## config.mk

```make
export PLATFORM = sky130hd
export DESIGN_NAME = led_pattern_ctrl
export DESIGN_NICKNAME = d
export VERILOG_FILES = /design/src/rtl/led_pattern_ctrl.sv
export SDC_FILE = /design/constraint.sdc
export NUM_CORES = 1
export LEC_CHECK = 0
export CAP_MARGIN = 20
export CORE_MARGIN = 2
export CORE_UTILIZATION = 54
export CTS_CLUSTER_DIAMETER = 120
export DETAILED_ROUTE_END_ITERATION = 16
export DONT_BUFFER_PORTS = 1
export GPL_TIMING_DRIVEN = 0
export PLACE_DENSITY = 0.77
export SLEW_MARGIN = 20
export SYNTH_ARGS = -nofsm -noshare
export SYNTH_HDL_FRONTEND = slang
export SYNTH_SLANG_ARGS = --single-unit
export TNS_END_PERCENT = 100
```

## constraint.sdc

```tcl
create_clock -name clk -period 4.5 [get_ports clk]
set_input_delay 0.9 -clock clk [delete_from_list [all_inputs] [get_ports clk]]
set_output_delay 0.9 -clock clk [all_outputs]
set_load 0.02 [all_outputs]
```

## src/rtl/led_pattern_ctrl.sv

```systemverilog
// Front-panel LED driver: lamp test after reset, link/busy indication with busy
// stretching and blinking, and numeric error-code blinking on active-low pins.
//
// state     | meaning
// ----------+---------------------------------------------------------------
// S_LAMP    | both LEDs lit for LAMP_TEST_TICKS ticks after reset release
// S_RUN     | normal indication from link and busy; accepts error codes
// S_ERR_ON  | red lit for one tick (one blink of the error code)
// S_ERR_OFF | both dark for one tick; counts down the remaining blinks
// S_ERR_GAP | both dark for GAP_TICKS ticks before returning to S_RUN
module led_pattern_ctrl #(
  parameter int TICK_DIV        = 12_500_000,
  parameter int LAMP_TEST_TICKS = 10,
  parameter int STRETCH_TICKS   = 2,
  parameter int GAP_TICKS       = 10
) (
  input  logic       clk,
  input  logic       rst_n,
  input  logic       aurora_channel_up,
  input  logic       adc_acq_sm_idle,
  input  logic       command_sm_idle,
  input  logic       err_pulse,
  input  logic [3:0] err_code,
  output logic       red_led,
  output logic       green_led
);

  localparam int PW   = $clog2(TICK_DIV);
  localparam int SW   = (STRETCH_TICKS < 1) ? 1 : $clog2(STRETCH_TICKS + 1);
  localparam int TMAX = (LAMP_TEST_TICKS > GAP_TICKS) ? LAMP_TEST_TICKS : GAP_TICKS;
  localparam int TW   = (TMAX < 2) ? 1 : $clog2(TMAX);

  localparam logic [PW-1:0] P_LAST       = PW'(TICK_DIV - 1);
  localparam logic [SW-1:0] STRETCH_LOAD = SW'(STRETCH_TICKS);
  localparam logic [TW-1:0] LAMP_LAST    = TW'(LAMP_TEST_TICKS - 1);
  localparam logic [TW-1:0] GAP_LAST     = TW'(GAP_TICKS - 1);

  typedef enum logic [2:0] {
    S_LAMP,
    S_RUN,
    S_ERR_ON,
    S_ERR_OFF,
    S_ERR_GAP
  } state_t;

  state_t          state;
  logic            link_m;
  logic            link_s;
  logic [PW-1:0]   cnt_p;
  logic [SW-1:0]   cnt_b;
  logic [TW-1:0]   cnt_t;
  logic [3:0]      cnt_e;
  logic            blink;
  logic            tick;
  logic            busy_raw;
  logic            busy_s;
  logic            err_take;

  assign tick     = (cnt_p == P_LAST);
  assign busy_raw = ~(adc_acq_sm_idle & command_sm_idle);
  assign busy_s   = busy_raw | (cnt_b != '0);
  assign err_take = (state == S_RUN) & err_pulse & (err_code != 4'd0);

  always_ff @(posedge clk or negedge rst_n) begin
    if (!rst_n) begin
      link_m <= 1'b0;
      link_s <= 1'b0;
    end else begin
      link_m <= aurora_channel_up;
      link_s <= link_m;
    end
  end

  // Restarting on error entry makes every blink phase a full tick long.
  always_ff @(posedge clk or negedge rst_n) begin
    if (!rst_n)
      cnt_p <= '0;
    else if (err_take || tick)
      cnt_p <= '0;
    else
      cnt_p <= cnt_p + 1'b1;
  end

  always_ff @(posedge clk or negedge rst_n) begin
    if (!rst_n) begin
      cnt_b <= '0;
      blink <= 1'b0;
    end else begin
      if (busy_raw)
        cnt_b <= STRETCH_LOAD;
      else if (tick && (cnt_b != '0))
        cnt_b <= cnt_b - 1'b1;

      if (!busy_s)
        blink <= 1'b0;
      else if (tick)
        blink <= ~blink;
    end
  end

  // Pins are driven from the current state, so they trail a transition by one cycle.
  always_ff @(posedge clk or negedge rst_n) begin
    if (!rst_n) begin
      state     <= S_LAMP;
      cnt_t     <= '0;
      cnt_e     <= '0;
      red_led   <= 1'b0;
      green_led <= 1'b0;
    end else begin
      case (state)
        S_LAMP: begin
          red_led   <= 1'b0;
          green_led <= 1'b0;
          if (tick) begin
            if (cnt_t == LAMP_LAST) begin
              cnt_t <= '0;
              state <= S_RUN;
            end else begin
              cnt_t <= cnt_t + 1'b1;
            end
          end
        end
        S_RUN: begin
          if (!link_s) begin
            red_led   <= 1'b0;
            green_led <= 1'b1;
          end else if (busy_s) begin
            red_led   <= 1'b1;
            green_led <= ~blink;
          end else begin
            red_led   <= 1'b1;
            green_led <= 1'b0;
          end
          if (err_take) begin
            cnt_e <= err_code;
            state <= S_ERR_ON;
          end
        end
        S_ERR_ON: begin
          red_led   <= 1'b0;
          green_led <= 1'b1;
          if (tick)
            state <= S_ERR_OFF;
        end
        S_ERR_OFF: begin
          red_led   <= 1'b1;
          green_led <= 1'b1;
          if (tick) begin
            cnt_e <= cnt_e - 4'd1;
            state <= (cnt_e == 4'd1) ? S_ERR_GAP : S_ERR_ON;
          end
        end
        S_ERR_GAP: begin
          red_led   <= 1'b1;
          green_led <= 1'b1;
          if (tick) begin
            if (cnt_t == GAP_LAST) begin
              cnt_t <= '0;
              state <= S_RUN;
            end else begin
              cnt_t <= cnt_t + 1'b1;
            end
          end
        end
        default: begin
          red_led   <= 1'b1;
          green_led <= 1'b1;
          cnt_t     <= '0;
          state     <= S_LAMP;
        end
      endcase
    end
  end

endmodule

```

==> metrics, run 1 <==
count leader, synth dfrtp_1; Routed WL per cell around 14 um; Synth cell types between 40 and 50; largest fanout on the critical path 10; relative slew slack a little over half; crit path buf inv count 2; Initial Util between 50 and 60%; Nets between 200 and 300; ys flop type dfrtp_1; CTS clk-pin slew, worst paths roughly 0.090 ns; clk buf depth 2; clock sink count 42; peak supply drop around 220 uV; status finished, final reports clean; DP HPWL between 2 and 3 mm; Req. time, crit path around 4.7 ns; Post-Syn Instances 227; detailed-route DRC error count 0; Tcrit/Tclk final a little under half; WP data arrival 2.28 ns; Synthesized Nets 243; routability congestion estimate ~0.8; DIE WIDTH 68.8 um; register bit total from synthesis 42; area taken by multi-input logic gates 1140 um2; min Tclk post-route between 2 and 2.5 ns; core area 4030 um2; first-pass GRT wire length roughly 6.7 mm; cell accounting for the most synthesized area dfrtp_1; most frequent cells after synthesis dfrtp_1 (42), nor2_1 (35), nand2_1 (19), xor2_1 (17), nand3_1 (13); clock insertion delay at the later pin of the skew report 0.30 ns; Antenna diodes 0; cts bufs inserted 5; GRT Util Overall around a fifth; post-synthesis instance area about 2300 um2; clk root buf clkbuf_8; Routed WL around 4.0 mm; Slowest-stage cell, CP dfrtp_1; Setup Buffers After CTS 0; Final setup viols 0; TNS Setup 0 ns; ys async rst share 100%; post-synthesis area per instance ~10 um2; Port Buffers 0; initial antenna violation count 0; fill count about 340; Area Overhead vs Synth 7.56%; 1st-iter DRT viols 62; Worst Hold Class primary input to async pin; Final Slew Violations 0; clock skew approximately 0.011 ns; Max Clk Rate around 480 MHz; final hold viol count 0; hold buffers post-CTS 0; yosys warns 0; Finished Cell Area approximately 2400 um2; max cap viols 0; # IOs 12; element type at the critical path end flop; Post-Place Cell Area between 2000 and 2500 um2; CP max stage delay about 0.44 ns; Slew @ Worst Pin 0.694 ns; H-tree depth 2; drt first pass iters 4; full die area around 4700 um2; number of global-route vias before repair ~1500; pwr/cell area 408 nW/um2; RSZ-0062 raised after global routing no; largest net degree at the start of global routing 43; crit-path cells nor4_4 -> nand4b_4 -> or3_1 -> buf_6 -> nand2_2 -> buf_4 -> nor2_1; Die Y around 70 um; CTS tree yes; Yosys top cell area share between 40% and 50%; FF+latch area approximately 1100 um2; share of cells above drive strength 1 under 10%; grt total ovfl 0; cts repair resizes 0; EDFF count, synth 0; top area cells in the synthesized netlist dfrtp_1 (46%), xor2_1 (6.6%), nor2_1 (5.8%); # rows 23; Vias per Instance 5.59; total number of vias about 1600; Leakage 0.00110 uW; hold slack between 0.2 and 0.3 ns; Worst path top cell family by delay simple AND/OR/NAND/NOR gates; Critical Path Source Type flop; WS Path Type flop to flop; Post-DRT Antenna Nets 0; sequential share of the synthesized area 46.3%
==> sequential cells by signal, indices dropped and copies added (netlist names) <==
name       flops
green_led      1
state          3
blink          1
cnt_t          4
link_s         1
cnt_b          2
red_led        1
link_m         1
cnt_p         24
cnt_e          4
==> report_power, final <==
group          internal, uW  switching, uW
clock network           163            135
registers               429           63.6
logic                  91.6            114
total                   684            312
==> layout make-up <==
type / count / area share [%]
Buffer: 7 / 1.69
Clock buffer: 5 / 2.82
Sequential cell: 42 / 43.1
Tap cell: 50 / 2.56
Inverter: 10 / 1.54
Multi-Input combinational cell: 168 / 46.7
Clock inverter: 3 / 1.64
==> per-layer routing <==
metal  vias to the layer above  GRT usage, %  wire length (um)
met2                        18          30.8              1840
met3                         5          4.87               107
met5                         -             0                 0
li1                        810             -                 -
met1                       761          25.2              1960
met4                         0          7.35                71
==> worst reg2reg max path, delay by kind of cell, from the launching register on <==
family        cells  cell delay, ns
simple gates      5            1.19
flops             1            0.44
buf+inv           2            0.34
==> through the flow <==
step / instances / power (uW) / util (%) / setup slack (ns)
after floorplan: 227 / 660 / - / 2.43
after global placement: 277 / 698 / 57.9 / 2.26
after detailed placement: 277 / 707 / 57.9 / 2.27
after CTS: 285 / 1000 / 60.6 / 2.41
after global routing: 285 / 1060 / 60.6 / 2.30
final: 285 / 996 / 60.6 / 2.42
==> worst paths after layout <==
check / from / to / slack (ns) / cells after the start
setup / recovery: cnt_p[8] / cnt_p[20] / 2.42 / 7
hold reg to reg: link_m / link_s / 0.35 / 0
setup reg to reg: cnt_p[8] / cnt_p[20] / 2.42 / 7
max in group asynchronous: rst_n / state[2] / 4.13 / 0
min in group clk: link_m / link_s / 0.35 / 0
hold / removal: rst_n / cnt_p[12] / 0.28 / 0
==> kinds of logic (layout without fill, tap and decap cells) <==
family                   count (synthesis)  after routing  share of synthesized area (%)
AND/OR/NAND/NOR                        105            105                           27.1
flip-flops                              42             42                           46.3
AO/OA/AOI/OAI                           29             29                           8.72
XOR/XNOR                                23             23                           8.88
buffers and inverters                   17             25                           3.47
adder cells (fa/ha/maj)                  6              6                           3.31
multiplexers                             5              5                           2.21
==> placed cells by master, fill, tap and decap left out, types with 4 or more instances in the layout <==
master,count
dfrtp_1,42
nor2_1,35
nand2_1,19
xor2_1,17
nand3_1,13
inv_1,10
o21ai_0,8
and3_1,7
nand4_1,6
xnor2_1,6
ha_1,6
and4_1,5
mux2i_1,5
clkbuf_8,5
clkbuf_1,4
a21oi_1,4
Note: power is estimated with default switching activity, not from simulation.
==> inputs of run 2 (changes only) <==
==> constraint.sdc (replaced) <==
create_clock -name clk -period 2 [get_ports clk]
set_input_delay 0.4 -clock clk [delete_from_list [all_inputs] [get_ports clk]]
set_output_delay 0.4 -clock clk [all_outputs]
set_load 0.02 [all_outputs]
==> metrics, run 2 (synthesized netlist as in run 1, its figures left out) <==
Int Pwr 1580 uW (+130%); worst reg2reg setup slack 0.05 ns (-2.37 ns); Nets 258 (+3.2%); DP HPWL 2.80 mm (unchanged); total number of vias 1640 (+2.9%); cts bufs inserted 5 (unchanged); number of global-route vias before repair 1520 (+1.8%); element type at the critical path end flop; clk root buf clkbuf_8; CTS clk-pin slew, worst paths 0.08 ns (about the same); Initial Util 56.3% (unchanged); full die area 4740 um2 (unchanged); setup slack after layout 0.0503 ns (-2.37 ns); Worst Hold Class primary input to flop; largest fanout on the critical path 10 (unchanged); CTS tree yes; initial antenna violation count 0 (unchanged); detailed-route DRC error count 0 (unchanged); Final setup viols 0 (unchanged); RSZ-0062 raised after global routing yes; grt total ovfl 0 (unchanged); switch share 32.1% (+0.70 points); largest net degree at the start of global routing 43 (unchanged); crit-path cells ha_2 -> and4_4 -> nand2_2 -> or3_4 -> buf_6 -> nand2_2 -> buf_6 -> nor2_1; relative slew slack 68.1% (+15 points); fill count 315 (-6.8%); Slowest-stage cell, CP or3_4; worst flop-to-flop path startpoint cnt_p[0]; WS Path Type flop to flop; Switch Pwr 746 uW (+140%); Slew @ Worst Pin 0.475 ns (-0.219 ns); grt met1 use 25.5% (+0.31 points); min Tclk post-route 1.95 ns (-0.135 ns); most frequent cells in the layout dfrtp_1 (38), nor2_1 (35), nand2_1 (17), xor2_1 (17), nand3_1 (13); Final Slew Violations 0 (unchanged); Vias per Instance 5.60 (about the same); # rows 23 (unchanged); H-tree depth 2 (unchanged); Routed WL 4.10 mm (+2.9%); clock insertion delay at the later pin of the skew report 0.30 ns (about the same); # IOs 12 (unchanged); final hold viol count 0 (unchanged); clk buf depth 2 (unchanged); clock sink count 42 (unchanged); Port Buffers 0 (unchanged); Critical Path Source Type flop; met3 usage 4.87% (unchanged); crit path from cnt_p[0]; Antenna diodes 0 (unchanged); TNS Setup 0 ns (unchanged); Seq pwr share 47.7% (-1.7 points); max reg flops 24 (unchanged); GR Util met2 31.7% (+0.96 points); DP Worst Slack -0.0468 ns (-2.32 ns); GRT Max-Usage Layer met2; status finished, final reports clean; first-pass GRT wire length 6.80 mm (+2.3%); hold slack 0.126 ns (-0.151 ns); share of cells above drive strength 1 17.3% (+8.3 points); pwr/cell area 904 nW/um2 (+120%); DIE WIDTH 68.8 um (unchanged); peak supply drop 496 uV (+130%); Max Clk Rate 513 MHz (+6.9%); core area 4030 um2 (unchanged); Critical Path Sink cnt_p[16]; Tcrit/Tclk final 97.5% (+51 points); Die Y 68.8 um (unchanged); biggest regs cnt_p: 24 flops, cnt_e: 4 flops, cnt_t: 4 flops; clock skew 0.00819 ns (-0.00290 ns); CP max stage delay 0.41 ns (-0.03 ns); R2R cell count 8 (+1); Req. time, crit path 2.19 ns (-2.50 ns); r2r endpoint cnt_p[16]; register bank with the most flops cnt_p; drt first pass iters 4 (unchanged); Leakage 0.00117 uW (+6.1%); WP data arrival 2.14 ns (-0.14 ns); most common cell after layout, fill and taps aside dfrtp_1; max cap viols 0 (unchanged); share of total power in combinational logic 23.5% (+2.9 points); Area Overhead vs Synth 13.6%; Post-DRT Antenna Nets 0 (unchanged); routability congestion estimate 0.796 (unchanged); Routed WL per cell 14.0 um (+0.10%); Clock power frac 28.8% (-1.1 points); GRT Util Overall 19.6% (+0.38 points); 1st-iter DRT viols 67 (+8.1%)
==> run 2: metrics by stage <==
stage	util, %	instances	area (um2)	total power [uW]
after floorplan	-	227	2270	1480
after global placement	57.9	277	2330	1570
after detailed placement	57.9	277	2330	1590
after CTS	62.7	292	2530	2300
after global routing	63.9	293	2580	2470
final	63.9	293	2580	2330
==> run 2: power groups by stage <==
stage | Clock (uW) | Combinational (uW) | Sequential [uW]
after floorplan | 0 | 390 | 1090
after global placement | 0 | 450 | 1120
after detailed placement | 0 | 465 | 1130
after CTS | 685 | 501 | 1110
after global routing | 716 | 622 | 1130
final | 671 | 547 | 1110
==> run 2: layout make-up <==
cell class	instances	area, um2	share of cell area (%)
plain buffers	7	48.8	1.89
inverters	10	37.5	1.46
repair buffers	8	75.1	2.91
clock inverters	3	40.0	1.55
well taps	50	62.6	2.43
multi-input cells	168	1190	46.1
clock buffers	5	68.8	2.67
flip-flops and latches	42	1060	41.0
==> run 2: timing repair <==
action | CTS | global route
hold endpoints to repair | 42 | 0
buffers inserted | 5 | 1
pin swaps | 3 | 4
hold buffers | 2 | 0
endpoints found under the setup margin | 23 | 25
gates resized for setup | 8 | 11
==> run 2: critical path: cells and delay by family, from the launching register on <==
kind | cells | cell delay, ns
adder cells (fa/ha/maj) | 1 | 0.21
AND/OR/NAND/NOR | 5 | 0.94
buffers and inverters | 2 | 0.31
flip-flops | 1 | 0.38
==> run 2: how the worst min path moves through the flow <==
stage	slack (ns)	to	start	cells past startpoint
after CTS	0.12	link_m	aurora_channel_up	0
after detailed placement	0.11	cnt_p[12]	rst_n	0
after global routing	0.11	link_m	aurora_channel_up	0
after floorplan	0.10	blink	rst_n	0
after global placement	0.11	cnt_p[12]	rst_n	0
final	0.13	link_m	aurora_channel_up	0
==> run 2: layer usage <==
layer,up-vias,wire (um)
li1,824,-
met1,795,2000
met2,16,1930
met3,5,99
met4,0,71
met5,-,0
==> inputs of run 3 (changes only) <==
--- a/config.mk
+++ b/config.mk
@@ -5,7 +5,6 @@
 export SDC_FILE = /design/constraint.sdc
 export NUM_CORES = 1
 export LEC_CHECK = 0
-export CAP_MARGIN = 20
 export CORE_MARGIN = 2
 export CORE_UTILIZATION = 54
 export CTS_CLUSTER_DIAMETER = 120
==> results of run 3 <==
Same layout as run 2: the final DEF is identical, and so are final timing and power.
